File: src/rtl/ram_loader.sv
// Serial program loader that owns the RAM write port: passes CPU accesses through when idle,
// otherwise writes framed payload bytes to sequential RAM addresses and verifies a checksum.
module ram_loader #(
   parameter int TIMEOUT_CYCLES = 1_000_000
) (
   input  logic        clk,
   input  logic        rst_n,
   input  logic [7:0]  rx_data,
   input  logic        rx_valid,
   input  logic [12:0] cpu_address,
   input  logic        cpu_w_en,
   input  logic [7:0]  cpu_din,
   output logic [12:0] ram_address,
   output logic        ram_w_en,
   output logic [7:0]  ram_din,
   output logic        cpu_hold,
   output logic        load_done,
   output logic        load_err
);

   localparam int CNT_W = (TIMEOUT_CYCLES > 1) ? $clog2(TIMEOUT_CYCLES + 1) : 1;
   localparam logic [CNT_W-1:0] IDLE_LIMIT = CNT_W'(TIMEOUT_CYCLES - 1);
   localparam logic [7:0] SYNC_BYTE = 8'h55;

   typedef enum logic [2:0] {
      S_IDLE    = 3'd0,
      S_ADDR_HI = 3'd1,
      S_ADDR_LO = 3'd2,
      S_LEN_HI  = 3'd3,
      S_LEN_LO  = 3'd4,
      S_DATA    = 3'd5,
      S_CSUM    = 3'd6
   } state_t;

   state_t           state_r;
   logic [12:0]      addr_r;
   logic [15:0]      remain_r;
   logic [7:0]       sum_r;
   logic [CNT_W-1:0] idle_cnt_r;
   logic             wr_pend_r;
   logic [12:0]      wr_addr_r;
   logic [7:0]       wr_data_r;
   logic             load_done_r;
   logic             load_err_r;

   // Frame passes when the data sum plus the trailing byte is zero modulo 256.
   function automatic logic csum_ok(input logic [7:0] sum, input logic [7:0] csum);
      logic [7:0] total;
      total = sum + csum;
      return (total == 8'h00);
   endfunction

   // Frame parser, inter-byte timeout and registered write/status outputs.
   always_ff @(posedge clk or negedge rst_n) begin
      if (!rst_n) begin
         state_r     <= S_IDLE;
         addr_r      <= 13'h0000;
         remain_r    <= 16'h0000;
         sum_r       <= 8'h00;
         idle_cnt_r  <= '0;
         wr_pend_r   <= 1'b0;
         wr_addr_r   <= 13'h0000;
         wr_data_r   <= 8'h00;
         load_done_r <= 1'b0;
         load_err_r  <= 1'b0;
      end else begin
         wr_pend_r   <= 1'b0;
         load_done_r <= 1'b0;

         // A byte arriving on the limit cycle keeps the frame alive.
         if (state_r == S_IDLE || rx_valid) begin
            idle_cnt_r <= '0;
         end else if (idle_cnt_r == IDLE_LIMIT) begin
            idle_cnt_r <= '0;
            state_r    <= S_IDLE;
            load_err_r <= 1'b1;
         end else begin
            idle_cnt_r <= idle_cnt_r + CNT_W'(1);
         end

         if (rx_valid) begin
            case (state_r)
               S_IDLE: begin
                  if (rx_data == SYNC_BYTE) begin
                     state_r    <= S_ADDR_HI;
                     load_err_r <= 1'b0;
                     sum_r      <= 8'h00;
                  end
               end
               S_ADDR_HI: begin
                  addr_r[12:8] <= rx_data[4:0];
                  state_r      <= S_ADDR_LO;
               end
               S_ADDR_LO: begin
                  addr_r[7:0] <= rx_data;
                  state_r     <= S_LEN_HI;
               end
               S_LEN_HI: begin
                  remain_r[15:8] <= rx_data;
                  state_r        <= S_LEN_LO;
               end
               S_LEN_LO: begin
                  remain_r[7:0] <= rx_data;
                  if ({remain_r[15:8], rx_data} == 16'h0000) begin
                     state_r <= S_CSUM;
                  end else begin
                     state_r <= S_DATA;
                  end
               end
               S_DATA: begin
                  wr_pend_r <= 1'b1;
                  wr_addr_r <= addr_r;
                  wr_data_r <= rx_data;
                  addr_r    <= addr_r + 13'd1;
                  sum_r     <= sum_r + rx_data;
                  remain_r  <= remain_r - 16'd1;
                  if (remain_r == 16'd1) begin
                     state_r <= S_CSUM;
                  end
               end
               S_CSUM: begin
                  load_done_r <= 1'b1;
                  load_err_r  <= ~csum_ok(sum_r, rx_data);
                  state_r     <= S_IDLE;
               end
               default: begin
                  state_r <= S_IDLE;
               end
            endcase
         end
      end
   end

   // RAM port mux: CPU passthrough only when idle with no loader write outstanding.
   always_comb begin
      if (state_r == S_IDLE && !wr_pend_r) begin
         ram_address = cpu_address;
         ram_w_en    = cpu_w_en;
         ram_din     = cpu_din;
      end else begin
         ram_address = wr_addr_r;
         ram_w_en    = wr_pend_r;
         ram_din     = wr_data_r;
      end
   end

   assign cpu_hold  = (state_r != S_IDLE) || wr_pend_r;
   assign load_done = load_done_r;
   assign load_err  = load_err_r;

endmodule

File: config.mk
export PLATFORM = sky130hd
export DESIGN_NAME = ram_loader
export DESIGN_NICKNAME = d
export VERILOG_FILES = /design/src/rtl/ram_loader.sv
export SDC_FILE = /design/constraint.sdc
export NUM_CORES = 1
export LEC_CHECK = 0
export ABC_CLOCK_PERIOD_IN_PS = 4720
export CAP_MARGIN = 20
export CORE_UTILIZATION = 50
export DETAILED_ROUTE_END_ITERATION = 10
export PLACE_DENSITY = 0.73
export SKIP_LAST_GASP = 1
export SYNTH_ARGS = -nofsm -noshare
export SYNTH_HDL_FRONTEND = slang
export SYNTH_SLANG_ARGS = --single-unit
File: constraint.sdc
create_clock -name clk -period 4.72 [get_ports clk]
set_input_delay 0.944 -clock clk [delete_from_list [all_inputs] [get_ports clk]]
set_output_delay 0.944 -clock clk [all_outputs]
set_load 0.01 [all_outputs]
Word level (Yosys, flattened, before mapping)

Cells that the tools add are included.

Register bits: 84
Latch bits: 0
RAM bits: 0
ROM bits: 0
Input port bits: 33
Word-level logic and storage cells: 73
Memories: 0

Add/sub/neg operators: 4
$mul: 0
Div/mod/pow operators: 0
$lt $le $gt $ge: 0
Equal/unequal tests: 10
Shift-type cells: 0
Mux-type cells: 27
Bitwise logic cells: 1
Reductions and logical operators: 19

Operators with widths:

| operator                                            | number |
|---|---|
| one-hot mux 8 bit (2 select lines)                  | 4 |
| 2-to-1 mux 20 bit                                   | 2 |
| adder 20 x 1 -> 20 bit (second input constant)      | 1 |
| == test 20 bit (second input constant)              | 1 |
| one-hot mux 3 bit (6 select lines)                  | 1 |
| == test 16 x 1 -> 1 bit (second input constant)     | 1 |
| zero test 16 bit                                    | 1 |
| 2-to-1 mux 8 bit                                    | 2 |
| subtractor 16 x 1 -> 16 bit (second input constant) | 1 |
| 2-to-1 mux 3 bit                                    | 5 |
| adder 13 x 1 -> 13 bit (second input constant)      | 1 |
| 2-to-1 mux 13 bit                                   | 1 |
| one-hot mux 5 bit (2 select lines)                  | 1 |
| AND reduction 2 bit                                 | 5 |
| nonzero test 2 bit                                  | 5 |
| == test 3 bit (second input constant)               | 3 |
| 2-to-1 mux 1 bit                                    | 9 |
| adder 8 bit                                         | 1 |
| == test 8 x 7 -> 1 bit (second input constant)      | 1 |
| zero test 8 bit                                     | 1 |
| == test 3 x 2 -> 1 bit (second input constant)      | 2 |
| == test 3 x 1 -> 1 bit (second input constant)      | 1 |
| zero test 3 bit                                     | 1 |
| AND reduction 3 bit                                 | 1 |
| other kinds (8)                                     | 9 |

Logic depth before layout (Yosys ltp)

Depth after elaboration: 6
Depth in mapped cells: 8
Depth with buffers taken out: 7

Least setup slack after synthesis

No wires, ideal clock.

Path type: in2reg
Start: input port rx_data[0]
End: register load_err_r (netlist: load_err)
Library setup time: 126 ps
Arrival time: 2706 ps
Data required time: 4594 ps
Slack: 1888 ps
Cell stages on the path: 6
Buffers on the path: 0
Cells stage by stage: ha_1 -> fa_1 -> xor2_1 -> or3_1 -> or3_1 -> o32a_1

Word-level cells in the longest chain between the ends: 5

Ends and longest elaborated chain:

| what                                 | line | text |
|---|---|---|
| from (decl)                          | 8    | `input logic [7:0] rx_data,` |
| adder 8 bit                          | 49   | `total = sum + csum;` |
| zero test 8 bit                      | 50   | `return (total == 8'h00);` |
| NOT 1 bit                            | 123  | `load_err_r <= ~csum_ok(sum_r, rx_data);` |
| one-hot mux 1 bit (2 select lines) * | 82   | `case (state_r)` |
| 2-to-1 mux 1 bit *                   | 81   | `if (rx_valid) begin` |
| to (signal assigned)                 | 123  |  |
| to (decl)                            | 44   | `logic load_err_r;` |

Every way passes the cells marked *; elsewhere a longest branch is shown, timed or not.
A chain may end at the register's enable or synchronous reset.

Worst setup path in the final report

Start: register state_r[1]
End: output port ram_address[9]

Word-level cells in the longest chain between the ends: 3

Ends and longest elaborated chain:

| what                   | line | text |
|---|---|---|
| from (decl)            | 35   | `state_t state_r;` |
| from (signal assigned) | 56   | `state_r <= S_IDLE;` |
| from (signal assigned) | 75   | `state_r <= S_IDLE;` |
| from (signal assigned) | 85   | `state_r <= S_ADDR_HI;` |
| zero test 3 bit        | 136  | `if (state_r == S_IDLE && !wr_pend_r) begin` |
| logical AND 1 bit      | 136  |  |
| 2-to-1 mux 13 bit      | 136  |  |
| to (decl)              | 13   | `output logic [12:0] ram_address,` |

No other way between the ends.

==> flow_metrics.py <==
metrics = {
    "status": {
        "status": "completed",
    },
    "floorplanning": {
        "ios": 58,
        "coreArea_sq_mm": 0.009328,
        "rows": 35,
        "start_util": 0.5226,
        "die_h_um": 100.7,
        "die_w_um": 100.7,
        "dieArea_sq_mm": 0.01015,
    },
    "sta": {
        "finalMaxSlewViolations": 0,
        "worst_pin_slew_ns": 0.7467,
        "tns_ns": 0,
        "hold_viol": 0,
        "period_share": 0.7207,
        "relSlewSlack": 0.4991,
        "skew_ns": 0.01047,
        "rsz0062_at_grt": "false",
        "post-route-min-period_ns": 3.402,
        "max_freq_ghz": 0.2940,
        "setup_viol": 0,
    },
    "logic_synthesis": {
        "synth_area_sq_mm": 0.004875,
        "ys_seq_area_frac": 0.4312,
        "syn_area_per_cell_sq_um": 8.994,
        "synth_nets": 587,
        "synth_flop_cell": "dfrtp_1",
        "synth_seq_cells": 84,
        "synth_cells": 542,
        "synth_cell_types": 69,
        "synth-edff-count": 0,
        "ys.warnings.count": 0,
        "async_flop_share": 1.000,
    },
    "clocking": {
        "cts_buffers": 9,
        "cts_sinks": 84,
        "clkLatencyLatePin_ns": 0.37,
        "post-cts-setup-buffer-count": 0,
        "cts_tree": "built",
        "cts_buffer_depth": 2,
        "h-tree-depth": 3,
        "path_clk_slew_ns": 0.09,
        "ctsResizeCount": 0,
        "cts_root_buffer": "clkbuf_8",
        "ctsHoldBuffers": 0,
    },
    "finish": {
        "n_fill_cell": 797,
        "multi_input_area_sq_mm": 0.002579,
        "seq_area_sq_mm": 0.002102,
        "nNetsFinal": 634,
        "stdcell_area_sq_mm": 0.005741,
        "drive_gt1_frac": 0.09933,
        "antennaDiodeCount": 0,
        "area_growth_pct": 17.76,
    },
    "worst_setup_path": {
        "crit_buf_inv": 2,
        "max_stage_delay_ns": 0.61,
        "crit_family": "buffers and inverters",
        "crit_type": "reg2out",
        "path_cells": "nor4_2, buf_4, mux2_2, clkdlybuf4s50_1",
        "cp.required_ns": 3.78,
        "crit_path_end_kind": "output pin",
        "arrival_ns": 2.46,
        "reg2reg_slack_ns": 1.96,
        "worstPathMaxFanout": 22,
        "slowest_stage": "dfrtp_1",
        "cp-start-kind": "register",
    },
    "drt": {
        "drt_iter0_markers": 274,
        "postRouteAntennaNets": 0,
        "wl_met1_mm": 5.473,
        "dr.pass1.iters": 5,
        "wl_per_cell_um": 16.14,
        "drc": 0,
        "wl_met3_um": 693,
        "drt-vias-per-instance": 5.859,
        "dr_wl_met2_mm": 5.295,
        "wl_mm": 11.67,
        "vias": 4236,
        "route.top_layer_used": "met4",
    },
    "global_routing": {
        "grt.total_usage": 0.2453,
        "grt_pass1_vias": 3934,
        "grt_max_degree": 55,
        "antenna_found_initial": 0,
        "grt-ovfl-total": 0,
        "grt_pass1_wl_mm": 19.32,
    },
    "power_and_ir_drop": {
        "pwr-share-comb": 0.433,
        "swShare": 0.3818,
        "power.share.clock": 0.183,
        "irDropWorstVdd_mv": 0.2663,
        "power_density_mw_per_mm2": 563.6,
        "total_power_mw": 3.235,
        "p_sw_mw": 1.235,
        "seq_power_share": 0.384,
        "p_leak_nw": 2.395,
        "p_int_mw": 2.000,
    },
    "placed_design": {
        "place.detailed.hpwl_mm": 8.227,
        "place.gp.congestion": 0.8884,
        "io_buffers": 57,
        "placed_area_sq_mm": 0.005482,
    },
    "run": {
        "drv_cap": 0,
    },
    "min_path": {
        "worstHoldPathType": "reg2reg",
    },
}
placed cells by master, fill, tap and decap left out, types with 11 or more instances in the layout:
cell type	count
nand2_1	100
nor2_1	56
xor2_1	12
a31oi_1	13
dfrtp_1	84
nand3_1	18
xnor2_1	13
a21oi_1	22
o21ai_0	33
nor3_1	15
ha_1	11
clkdlybuf4s50_1	56
mux2_2	21
state kept, by name, summed over array words and instances (netlist names):
name / flops
addr_r: 13
idle_cnt_r: 20
load_done: 1
load_err: 1
remain_r: 16
state_r: 3
sum_r: 8
wr_addr_r: 13
wr_data_r: 8
wr_pend_r: 1
stage by stage:
stage,instances,utilization,setup slack (ns),hold slack [ns]
after global routing,723,0.6154,1.213,0.5153
after floorplan,542,-,1.888,0.4417
after global placement,706,0.5877,1.203,0.4625
after CTS,722,0.6125,1.287,0.4866
final,723,0.6154,1.318,0.4809
after detailed placement,706,0.5877,1.127,0.4639
metal layers:
layer | up-vias | global-route usage
met3 | 17 | 0.04508
li1 | 2037 | -
met5 | - | 0
met4 | 0 | 0.07692
met2 | 130 | 0.3878
met1 | 2052 | 0.3431
worst reg2reg max path, stage by stage (launching register included):
cell	delay (ns)
dfrtp_1	0.73
and3b_1	0.37
nand2_1	0.11
buf_4	0.29
clkinv_1	0.67
a22o_1	0.47
synthesized netlist by cell type, drive strengths merged, types with 2 or more instances:
cell type / instances / area share
xnor2: 13 / 0.023
dfrtp: 84 / 0.43
o22a: 4 / 0.0072
nor3: 16 / 0.017
or4: 4 / 0.0085
a2bb2oi: 2 / 0.0036
a22o: 10 / 0.018
nand2: 101 / 0.078
nor2: 56 / 0.043
a211oi: 3 / 0.0056
a22oi: 2 / 0.0031
clkbuf: 18 / 0.022
a31oi: 13 / 0.017
and3: 4 / 0.0051
o31ai: 3 / 0.0046
and4: 2 / 0.0036
o2bb2ai: 4 / 0.0072
ha: 11 / 0.028
or3: 5 / 0.0064
nor3b: 3 / 0.0046
o211ai: 2 / 0.0031
o21ai: 33 / 0.034
o22ai: 6 / 0.0077
nor2b: 4 / 0.0051
a21oi: 23 / 0.024
nor4: 9 / 0.016
inv: 10 / 0.0077
nand3b: 2 / 0.0031
nand4: 5 / 0.0064
nand2b: 3 / 0.0039
o21a: 2 / 0.0031
mux2: 21 / 0.049
buf: 7 / 0.0082
o41ai: 3 / 0.0054
or4b: 2 / 0.0041
o31a: 3 / 0.0054
nand3: 19 / 0.021
xor2: 12 / 0.022
final timing paths:
check                        startpoint              to  depth (start not counted)
min in group asynchronous         rst_n  idle_cnt_r[10]                          1
setup reg to reg             state_r[1]        sum_r[0]                          5
setup / recovery             state_r[1]  ram_address[9]                          4
hold / removal             wr_addr_r[8]    wr_addr_r[8]                          2
hold reg to reg            wr_addr_r[8]    wr_addr_r[8]                          2
max in group asynchronous         rst_n       addr_r[7]                          2
area by class of cell:
type	instances	area share
Multi-Input combinational cell	421	0.4492
Sequential cell	84	0.3662
Timing Repair Buffer	62	0.1090
Tap cell	129	0.02812
Clock buffer	10	0.02398
Clock inverter	6	0.01635
Inverter	11	0.007193
cell families (layout without fill, tap and decap cells):
group,Yosys count,in the layout,share of synthesized area
and+or+nand+nor,242,242,0.2377
AOI/OAI and AO/OA,120,120,0.1622
DFF,84,84,0.4312
buffers and inverters,37,89,0.04107
xor gates and xnor gates,25,25,0.04492
muxes,22,22,0.05057
adders and majority gates,12,12,0.03234
power by group through the flow:
stage / Combinational [mW] / Clock [mW] / Sequential (mW)
2_1_floorplan: 0.996 / 0 / 1.13
5_1_grt: 1.56 / 0.632 / 1.28
3_5_place_dp: 1.39 / 0 / 1.25
3_3_place_gp: 1.34 / 0 / 1.23
4_1_cts: 1.39 / 0.602 / 1.23
6_report: 1.40 / 0.591 / 1.24
(Power assumes the default switching activity.)
